$ cat config.mk
export PLATFORM = sky130hd
export DESIGN_NAME = lamp_monitor
export DESIGN_NICKNAME = d
export VERILOG_FILES = /design/src/rtl/lamp_monitor_pkg.sv /design/src/rtl/lamp_monitor_lamp_decode.sv /design/src/rtl/lamp_monitor.sv
export SDC_FILE = /design/constraint.sdc
export NUM_CORES = 1
export LEC_CHECK = 0
export CAP_MARGIN = 30
export CORE_MARGIN = 2
export CORE_UTILIZATION = 50
export DETAILED_ROUTE_END_ITERATION = 16
export PLACE_DENSITY_LB_ADDON = 0.08
export SETUP_SLACK_MARGIN = 0.02
export SYNTH_ARGS = -nofsm -noshare
export SYNTH_HDL_FRONTEND = slang
export SYNTH_SLANG_ARGS = --single-unit
$ cat constraint.sdc
create_clock -name clk -period 10.8 [get_ports clk]
set_input_delay 2.7 -clock clk [delete_from_list [all_inputs] [get_ports clk]]
set_output_delay 2.7 -clock clk [all_outputs]
set_load 0.005 [all_outputs]
$ cat src/rtl/lamp_monitor_pkg.sv
// lamp_monitor_pkg: shared widths, phase encodings, turning-point levels
// and small helpers used by the lamp sequence monitor.
package lamp_monitor_pkg;

  // Default width of the observed lamp bus and of the lit-lamp count.
  localparam int LAMP_W  = 16;
  localparam int LEVEL_W = 5;

  // Sequence phases. Each UP phase is immediately followed by its DN phase
  // in the encoding, so a reversal at a peak is simply "phase + 1".
  localparam logic [2:0] PH_IDLE    = 3'd0;
  localparam logic [2:0] PH_UP15    = 3'd1;
  localparam logic [2:0] PH_DN6     = 3'd2;
  localparam logic [2:0] PH_UP10    = 3'd3;
  localparam logic [2:0] PH_DN1     = 3'd4;
  localparam logic [2:0] PH_UP5     = 3'd5;
  localparam logic [2:0] PH_DN0     = 3'd6;
  localparam logic [2:0] PH_ILLEGAL = 3'd7;

  // Peak and valley levels of the legal lamp sequence.
  localparam logic [LEVEL_W-1:0] LVL_PEAK_15  = 5'd15;
  localparam logic [LEVEL_W-1:0] LVL_VALLEY_6 = 5'd6;
  localparam logic [LEVEL_W-1:0] LVL_PEAK_10  = 5'd10;
  localparam logic [LEVEL_W-1:0] LVL_VALLEY_1 = 5'd1;
  localparam logic [LEVEL_W-1:0] LVL_PEAK_5   = 5'd5;
  localparam logic [LEVEL_W-1:0] LVL_ZERO     = 5'd0;

  // Saturation limit of the completed-sequence counter.
  localparam logic [7:0] SEQ_CNT_MAX = 8'hFF;

  // Relationship between two consecutive level samples.
  typedef enum logic [1:0] {
    STEP_HOLD = 2'd0,
    STEP_RISE = 2'd1,
    STEP_FALL = 2'd2,
    STEP_JUMP = 2'd3
  } step_t;

  // One registered observation of the lamp bus.
  typedef struct packed {
    logic [LEVEL_W-1:0] level;
    logic               therm_ok;
    logic               flick;
  } sample_t;

  // An empty bus is a valid thermometer code, hence therm_ok = 1.
  localparam sample_t SAMPLE_RESET = '{level: 5'd0, therm_ok: 1'b1, flick: 1'b0};

  // Classify the move from the previous level to the current one.
  function automatic step_t classify_step(input logic [LEVEL_W-1:0] cur,
                                          input logic [LEVEL_W-1:0] prev);
    step_t s;
    if (cur == prev)
      s = STEP_HOLD;
    else if (cur == prev + LEVEL_W'(1))
      s = STEP_RISE;
    else if (prev == cur + LEVEL_W'(1))
      s = STEP_FALL;
    else
      s = STEP_JUMP;
    return s;
  endfunction

  // Peak level of an UP phase; zero for any other phase.
  function automatic logic [LEVEL_W-1:0] peak_of(input logic [2:0] ph);
    logic [LEVEL_W-1:0] p;
    case (ph)
      PH_UP15: p = LVL_PEAK_15;
      PH_UP10: p = LVL_PEAK_10;
      PH_UP5:  p = LVL_PEAK_5;
      default: p = LVL_ZERO;
    endcase
    return p;
  endfunction

endpackage

$ cat src/rtl/lamp_monitor_lamp_decode.sv
// lamp_decode: combinational popcount of the lamp bus plus a check that the
// bus holds a right-aligned thermometer code (2^k - 1).
module lamp_decode #(
  parameter int LAMP_W = lamp_monitor_pkg::LAMP_W
) (
  input  logic [LAMP_W-1:0] lamp,
  output logic [4:0]        count,
  output logic              therm_ok
);
  import lamp_monitor_pkg::*;

  // Count lit lamps; the 5-bit result covers buses of up to 31 lamps.
  always_comb begin
    count = '0;
    for (int i = 0; i < LAMP_W; i++) begin
      count = count + LEVEL_W'(lamp[i]);
    end
  end

  // A right-aligned run of ones has no bit in common with itself plus one;
  // the all-ones bus wraps to zero and is therefore accepted as well.
  always_comb begin
    therm_ok = ((lamp & (lamp + LAMP_W'(1))) == '0);
  end

endmodule

$ cat src/rtl/lamp_monitor.sv
// lamp_monitor: watches the lamp pattern generator output and checks that it
// walks the expected up/down sequence 0 -> 15 -> 6 -> 10 -> 1 -> 5 -> 0,
// including the flick-driven restarts. Stage 1 registers the decoded sample,
// stage 2 keeps the previous sample, and the phase FSM compares the two.
module lamp_monitor #(
  parameter int LAMP_W = lamp_monitor_pkg::LAMP_W
) (
  input  logic              clk,
  input  logic              rst,
  input  logic [LAMP_W-1:0] lamp,
  input  logic              flick,
  output logic [4:0]        level,
  output logic              therm_ok,
  output logic [2:0]        phase,
  output logic              seq_err,
  output logic              seq_done,
  output logic [7:0]        seq_cnt
);
  import lamp_monitor_pkg::*;

  logic [LEVEL_W-1:0] pop_count;
  logic               pop_therm;

  sample_t            stage1_d, stage1_q;
  logic [LEVEL_W-1:0] level_prev_d, level_prev_q;
  logic               flick_prev_d, flick_prev_q;

  logic [2:0]         phase_d, phase_q;
  logic               seq_err_d, seq_err_q;
  logic               seq_done_d, seq_done_q;
  logic [7:0]         seq_cnt_d, seq_cnt_q;
  logic               resync_d, resync_q;

  step_t              step;
  logic               bad_sample;
  logic               violation;
  logic               complete;

  lamp_decode #(
    .LAMP_W(LAMP_W)
  ) u_decode (
    .lamp    (lamp),
    .count   (pop_count),
    .therm_ok(pop_therm)
  );

  // Pipeline next values: stage 1 takes the fresh decode, stage 2 keeps the
  // previous stage-1 sample together with the flick seen alongside it.
  always_comb begin
    stage1_d.level    = pop_count;
    stage1_d.therm_ok = pop_therm;
    stage1_d.flick    = flick;
    level_prev_d      = stage1_q.level;
    flick_prev_d      = stage1_q.flick;
  end

  // Phase FSM: judges the step from the previous level to the current one.
  // Any violation forces IDLE, sets the sticky error and arms the resync
  // wait so IDLE ignores the bus until it has seen level 0 again.
  always_comb begin
    phase_d    = phase_q;
    seq_err_d  = seq_err_q;
    seq_done_d = 1'b0;
    seq_cnt_d  = seq_cnt_q;
    resync_d   = resync_q;
    violation  = 1'b0;
    complete   = 1'b0;
    step       = classify_step(stage1_q.level, level_prev_q);
    bad_sample = (step == STEP_JUMP) || !stage1_q.therm_ok;

    case (phase_q)
      PH_IDLE: begin
        if (resync_q) begin
          if (stage1_q.level == LVL_ZERO)
            resync_d = 1'b0;
        end else if (bad_sample) begin
          violation = 1'b1;
        end else if (step == STEP_RISE) begin
          if (level_prev_q == LVL_ZERO)
            phase_d = PH_UP15;
          else
            violation = 1'b1;
        end
      end

      PH_UP15, PH_UP10, PH_UP5: begin
        if (bad_sample) begin
          violation = 1'b1;
        end else if (step == STEP_RISE) begin
          if (stage1_q.level > peak_of(phase_q))
            violation = 1'b1;
        end else if (step == STEP_FALL) begin
          if (level_prev_q == peak_of(phase_q))
            phase_d = phase_q + 3'd1;
          else
            violation = 1'b1;
        end
      end

      PH_DN6: begin
        if (bad_sample) begin
          violation = 1'b1;
        end else if (step == STEP_RISE) begin
          if (level_prev_q == LVL_VALLEY_6)
            phase_d = flick_prev_q ? PH_UP15 : PH_UP10;
          else
            violation = 1'b1;
        end
      end

      PH_DN1: begin
        if (bad_sample) begin
          violation = 1'b1;
        end else if (step == STEP_RISE) begin
          if (level_prev_q == LVL_VALLEY_1)
            phase_d = PH_UP5;
          else if ((level_prev_q == LVL_PEAK_5) && flick_prev_q)
            phase_d = PH_UP10;
          else
            violation = 1'b1;
        end
      end

      PH_DN0: begin
        if (bad_sample) begin
          violation = 1'b1;
        end else if (step == STEP_RISE) begin
          violation = 1'b1;
        end else if ((step == STEP_FALL) && (stage1_q.level == LVL_ZERO)) begin
          complete = 1'b1;
        end
      end

      default: begin
        violation = 1'b1;
      end
    endcase

    if (violation) begin
      seq_err_d = 1'b1;
      phase_d   = PH_IDLE;
      resync_d  = 1'b1;
    end else if (complete) begin
      phase_d    = PH_IDLE;
      seq_done_d = 1'b1;
      if (seq_cnt_q != SEQ_CNT_MAX)
        seq_cnt_d = seq_cnt_q + 8'd1;
    end
  end

  // State registers with synchronous reset; reset abandons any sequence in
  // flight without reporting an error or a completion.
  always_ff @(posedge clk) begin
    if (rst) begin
      stage1_q     <= SAMPLE_RESET;
      level_prev_q <= LVL_ZERO;
      flick_prev_q <= 1'b0;
      phase_q      <= PH_IDLE;
      seq_err_q    <= 1'b0;
      seq_done_q   <= 1'b0;
      seq_cnt_q    <= 8'd0;
      resync_q     <= 1'b0;
    end else begin
      stage1_q     <= stage1_d;
      level_prev_q <= level_prev_d;
      flick_prev_q <= flick_prev_d;
      phase_q      <= phase_d;
      seq_err_q    <= seq_err_d;
      seq_done_q   <= seq_done_d;
      seq_cnt_q    <= seq_cnt_d;
      resync_q     <= resync_d;
    end
  end

  // Outputs come straight from registers.
  always_comb begin
    level    = stage1_q.level;
    therm_ok = stage1_q.therm_ok;
    phase    = phase_q;
    seq_err  = seq_err_q;
    seq_done = seq_done_q;
    seq_cnt  = seq_cnt_q;
  end

endmodule

==> results.tsv, run 1 <==
metric	value	unit
timing.final.crit_share	59.64	%
start_util	52.35	%
cts-root-buf	clkbuf_8	
fin_crit	6.441	ns
cts_setup_buffers	0	
syn_inst	276	
crit_chain	clkdlybuf4s50_1 > inv_1 > ha_1 > fa_1 > fa_1 > fa_1 > fa_1 > inv_1 > fa_1 > fa_1 > a21oi_1 > nor3b_1	
grt-ovfl-total	0	
async_flop_share	0	%
die_w	71.99	µm
drt_wl_total	4998	µm
syn-num-nets	324	
chipHeight	71.99	µm
fin_area	2745	µm²
die_area	5182	µm²
cp-start-kind	primary input	
cts_tree	built	
timing.fmax	0.1553	GHz
clock-sinks	27	
clk_pin_slew_worst_paths	0.10	ns
antenna_cells	0	
yosysUniqueCellTypes	59	
p_clk_share	12.7	%
syn_to_final_growth	18.79	%
switching_power	0.0001926	W
multi_input_area	1585	µm²
cpPeakStageDelay	0.54	ns
cp_common_cell	fa_1	
dr_total_vias	2038	
setup_ws	4.359	ns
crit_type	primary input to flip-flop	
pwr-share-comb	55.5	%
hold-path-cell-count	1	
arrival	6.57	ns
port_buffers	37	
place_hpwl	3964	µm
drt_iter0_markers	152	
p_leak	1.081	nW
drc	0	
cts_resized	0	
ctsHtreeMaxLevel	1	
postCtsHoldBufs	0	
hold_viol_final	0	
rows	24	
r2r_cells	11	
avgViaCountPerCell	5.677	
switching_share	41.52	%
drive_above_1_share	4.560	%
max-slew-margin-rel	39.97	%
endpoint_kind	flip-flop	
rrSetupSlack	7.78	ns
cp_slowest_cell	fa_1	
wl_per_cell	13.92	µm
maxSlewViolCount	0	
antenna_found_initial	0	
n_fill_cell	433	
worstMarginPinSlew	0.8976	ns
synth_edf_count	0	
p_int	0.0002713	W
synth-seq-area-share	23.39	%
synth_area	2311	µm²
fin_tns_setup	0	ns
worstPathRequired	10.93	ns
setup_viol	0	
cts_buffer_depth	2	
seq_power_share	31.8	%
first_pass_iters	4	
cts_buffers	3	
grt_max_degree	26	
ir_worst_vdd	112.1	µV
core_region_area	4414	µm²
crit_fanout	3	
hold_class	flip-flop to flip-flop	
synth_warnings	0	
io_pins	38	
layout.nets	356	
avgSynthCellArea	8.373	µm²
rsz0062_at_grt	no	
layout_common_cells	37 x clkdlybuf4s50_1, 35 x inv_1, 27 x dfxtp_1	
ant_nets	0	
seqCellArea	540.5	µm²
routabilityCongestion	0.9468	
finClkSkew	0.008530	ns
insertion_delay	0.28	ns
track_usage	21.37	%
status	completed	
power.density	169.0	nW/µm²
synth_flop_cell	dfxtp_1	
preCtsSetupSlack	4.041	ns
grt_pass1_wl	9004	µm
crit_buf_inv	3	
layout_commonest_cell	clkdlybuf4s50_1	
grt_pass1_vias	2007	
max_cap_violations	0	
synth_seq_cells	27	
path_delay_family	adder cells	
crit_cells	12	
place_area	2696	µm²
## Yosys cell counts, types with 4 or more instances
master	instances	area (µm²)
or3_1	7	43.79
nor2_1	16	60.06
clkbuf_1	5	18.77
buf_2	4	20.02
inv_1	35	131.4
xor2_1	5	43.79
a21oi_1	21	105.1
nand4_1	6	37.54
ha_1	19	237.7
fa_1	10	200.2
dfxtp_1	27	540.5
xnor2_1	8	70.07
nand2_1	9	33.78
nor2b_1	13	81.33
nand3_1	17	85.08
o21ai_0	11	55.05
## worst paths after layout
kind,from,endpoint
worst max-delay path,lamp[0],level[4]
worst min-delay path,flick_prev_d,flick_prev_q
worst max register to register,phase[0],phase[2]
worst min register to register,flick_prev_d,flick_prev_q
## power groups by stage
stage	registers [W]	logic [W]	clock network [W]
6_report	0.000148	0.000258	0.0000588
5_1_grt	0.000151	0.000298	0.0000644
4_1_cts	0.000148	0.000260	0.0000608
3_5_place_dp	0.000150	0.000258	0
3_3_place_gp	0.000150	0.000251	0
2_1_floorplan	0.000134	0.000203	0
## worst reg2reg max path, delay by kind of cell, from the launching register on
kind / cells / cell delay [ns]
AOI/OAI and AO/OA: 5 / 0.81
adders and majority gates: 2 / 0.63
DFF: 1 / 0.64
and+or+nand+nor: 4 / 0.87
## cells by family after synthesis
group / share of synthesized area [%]
mux: 0.8663
flops: 23.39
buf+inv: 8.013
simple gates: 22.52
fa+ha+maj: 18.95
xor+xnor: 5.631
compound gates: 20.63
## registers in the layout, summed over array words and instances, names as in the netlist
| name | cells |
|---|---|
| flick_prev_d | 1 |
| flick_prev_q | 1 |
| level | 5 |
| level_prev_q | 5 |
| phase | 3 |
| resync_q | 1 |
| seq_cnt | 8 |
| seq_done | 1 |
| seq_err | 1 |
| therm_ok | 1 |
## layer usage
| layer | global-route usage (%) | part of all wire [%] |
|---|---|---|
| met1 | 29.15 | 47 |
| met4 | 5.660 | 0.80 |
| met2 | 35.91 | 49 |
| met5 | 0 | 0 |
| met3 | 2.778 | 3.1 |
## layout make-up
type / count / area share, %
tap: 52 / 2.370
timing repair buffer: 37 / 13.49
sequential: 27 / 19.69
clock buffer: 3 / 1.504
clock inverter: 1 / 0.2735
inverter: 36 / 4.923
multi-input combinational: 203 / 57.75
## per-stage QoR
stage | cells | power [W] | hold WS, ns | util, %
after CTS | 359 | 0.0004689 | 0.4593 | 62.19
after detailed placement | 355 | 0.0004081 | 0.4403 | 61.08
final | 359 | 0.0004639 | 0.4566 | 62.19
after floorplan | 276 | 0.0003376 | 0.4138 | -
after global routing | 359 | 0.0005138 | 0.4754 | 62.19
after global placement | 355 | 0.0004011 | 0.4380 | 61.08
Power figures use the tool's default switching activity.
==> run 2: changes to the inputs <==
==> constraint.sdc (replaced) <==
create_clock -name clk -period 6.4 [get_ports clk]
set_input_delay 1.6 -clock clk [delete_from_list [all_inputs] [get_ports clk]]
set_output_delay 1.6 -clock clk [all_outputs]
set_load 0.005 [all_outputs]
==> results of run 2 <==
Same layout as run 1 (identical final DEF). Status: completed.
Among the figures that moved: setup slack after placement 4.041 ns -> 0.7405 ns; setup slack after layout 4.359 ns -> 1.059 ns; register-to-register setup slack 7.78 ns -> 3.38 ns; total power 0.0004639 W -> 0.0007828 W; worst IR drop on VDD 112.1 µV -> 189.2 µV
==> run 3: changes to the inputs <==
==> constraint.sdc (replaced) <==
create_clock -name clk -period 5.25 [get_ports clk]
set_input_delay 1.3125 -clock clk [delete_from_list [all_inputs] [get_ports clk]]
set_output_delay 1.3125 -clock clk [all_outputs]
set_load 0.005 [all_outputs]
==> run 3 against run 2 <==
  * Combinational power is 22% higher
  * Count of clock-buffer cells in the layout stayed put
  * Setup slack worse by 0.79 ns
  * Critical path type unchanged
  * Largest power group unchanged
==> results.tsv, run 3 (synthesized netlist as in run 1, its figures left out) <==
metric	value	unit	change
worstPathRequired	5.39	ns	was 6.53 ns
cts_tree	built		unchanged
crit_fanout	2		was 3
postCtsHoldBufs	0		unchanged
grt-ovfl-total	0		unchanged
clock-sinks	27		unchanged
port_buffers	37		unchanged
drt_wl_total	5083	µm	was 4998 µm
cts-root-buf	clkbuf_8		unchanged
dr_total_vias	2086		was 2038
io_pins	38		unchanged
antenna_cells	0		unchanged
max-slew-margin-rel	40.41	%	was 39.97%
finClkSkew	0.01409	ns	was 0.008530 ns
fin_area	2775	µm²	was 2745 µm²
syn_to_final_growth	20.09	%	was 18.79%
drt_iter0_markers	169		was 152
layout_commonest_cell	clkdlybuf4s50_1		unchanged
chipHeight	71.99	µm	unchanged
crit_type	primary input to flip-flop		unchanged
power.density	343.7	nW/µm²	was 285.2 nW/µm²
timing.fmax	0.2008	GHz	
fin_crit	4.980	ns	
clk_pin_slew_worst_paths	0.10	ns	about the same
switching_power	0.0003947	W	was 0.0003250 W
maxSlewViolCount	0		unchanged
layout.nets	360		was 356
ir_worst_vdd	210.4	µV	was 189.2 µV
seq_power_share	31.7	%	was 31.8%
cp-start-kind	primary input		unchanged
drive_above_1_share	5.788	%	was 4.560%
hold_class	flip-flop to flip-flop		unchanged
setup_ws	0.2696	ns	was 1.059 ns
wl_per_cell	14.00	µm	was 13.92 µm
place_hpwl	4064	µm	was 3964 µm
grt_max_degree	26		unchanged
core_region_area	4414	µm²	unchanged
first_pass_iters	4		unchanged
die_area	5182	µm²	unchanged
antenna_found_initial	0		unchanged
hold_viol_final	0		unchanged
rsz0062_at_grt	no		unchanged
drc	0		unchanged
timing.final.crit_share	94.86	%	
start_util	52.35	%	unchanged
layout_common_cells	37 x clkdlybuf4s50_1, 35 x inv_1, 27 x dfxtp_1		unchanged
r2r_cells	11		unchanged
p_leak	1.100	nW	was 1.081 nW
max_cap_violations	0		unchanged
cts_setup_buffers	0		unchanged
ant_nets	0		unchanged
cts_resized	0		unchanged
worstMarginPinSlew	0.8911	ns	was 0.8976 ns
track_usage	21.41	%	was 21.37%
endpoint_kind	flip-flop		unchanged
avgViaCountPerCell	5.747		was 5.677
rows	24		unchanged
grt_pass1_wl	8956	µm	was 9004 µm
place_area	2726	µm²	was 2696 µm²
ctsHtreeMaxLevel	1		unchanged
insertion_delay	0.28	ns	about the same
die_w	71.99	µm	unchanged
arrival	5.12	ns	was 5.47 ns
cts_buffer_depth	2		unchanged
cts_buffers	3		unchanged
largest_register_ffs	8		unchanged
setup_viol	0		unchanged
status	completed		unchanged
preCtsSetupSlack	-0.05658	ns	was 0.7405 ns
pwr-share-comb	55.6	%	was 55.5%
grt_pass1_vias	2054		was 2007
hold-path-cell-count	1		unchanged
fin_tns_setup	0	ns	unchanged
routabilityCongestion	0.9459		was 0.9468
switching_share	41.38	%	was 41.52%
p_clk_share	12.6	%	was 12.7%
p_int	0.0005591	W	was 0.0004578 W
==> run 3: changes by cell type in the layout (fill, tap and decap cells not counted), sizes merged <==
cell	delta
buf	+4
==> run 3: through the flow <==
step                util, %  cells  hold slack (ns)  total power, W
floorplan                 -    276           0.4138       0.0006944
global placement      61.76    359           0.4325       0.0008268
detailed placement    61.76    359           0.4286       0.0008392
CTS                   62.87    363           0.4523       0.0009632
global route          62.87    363           0.4745        0.001049
finish                62.87    363           0.4478       0.0009538
==> run 3: routing by layer <==
| metal | up-vias | GRT usage, % | routed length, µm |
|---|---|---|---|
| met4 | 0 | 6.709 | 87 |
| met2 | 42 | 37.45 | 2512 |
| met5 | - | 0 | 0 |
| met1 | 989 | 27.93 | 2306 |
| met3 | 7 | 2.083 | 176 |
| li1 | 1048 | - | - |
==> run 3: power groups by stage <==
stage	Sequential, W	Clock, W	Combinational, W
after floorplan	0.000276	0	0.000418
after global placement	0.000308	0	0.000519
after detailed placement	0.000307	0	0.000532
after CTS	0.000302	0.000124	0.000537
after global routing	0.000312	0.000131	0.000607
final	0.000303	0.000120	0.000531
==> run 3: layout make-up <==
type | count | area [µm²]
Clock buffer | 3 | 41.29
Clock inverter | 1 | 7.507
Fill cell | 430 | 1639
Inverter | 36 | 135.1
Multi-Input combinational cell | 203 | 1585
Sequential cell | 27 | 540.5
Tap cell | 52 | 65.06
Timing Repair Buffer | 41 | 400.4
==> run 3: path summary, 6_finish.rpt <==
| path | startpoint | to | slack (ns) |
|---|---|---|---|
| setup / recovery | lamp[0] | level[4] | 0.27 |
| hold / removal | flick_prev_d | flick_prev_q | 0.45 |
| setup reg to reg | phase[0] | phase[2] | 2.18 |
| hold reg to reg | flick_prev_d | flick_prev_q | 0.45 |
==> run 3: critical path, stage by stage <==
cell	delay, ns
clkdlybuf4s50_1	0.48
inv_1	0.05
ha_1	0.30
fa_1	0.46
fa_1	0.54
fa_1	0.43
fa_1	0.48
inv_1	0.05
fa_1	0.39
fa_1	0.41
a21oi_1	0.16
nor3b_1	0.06
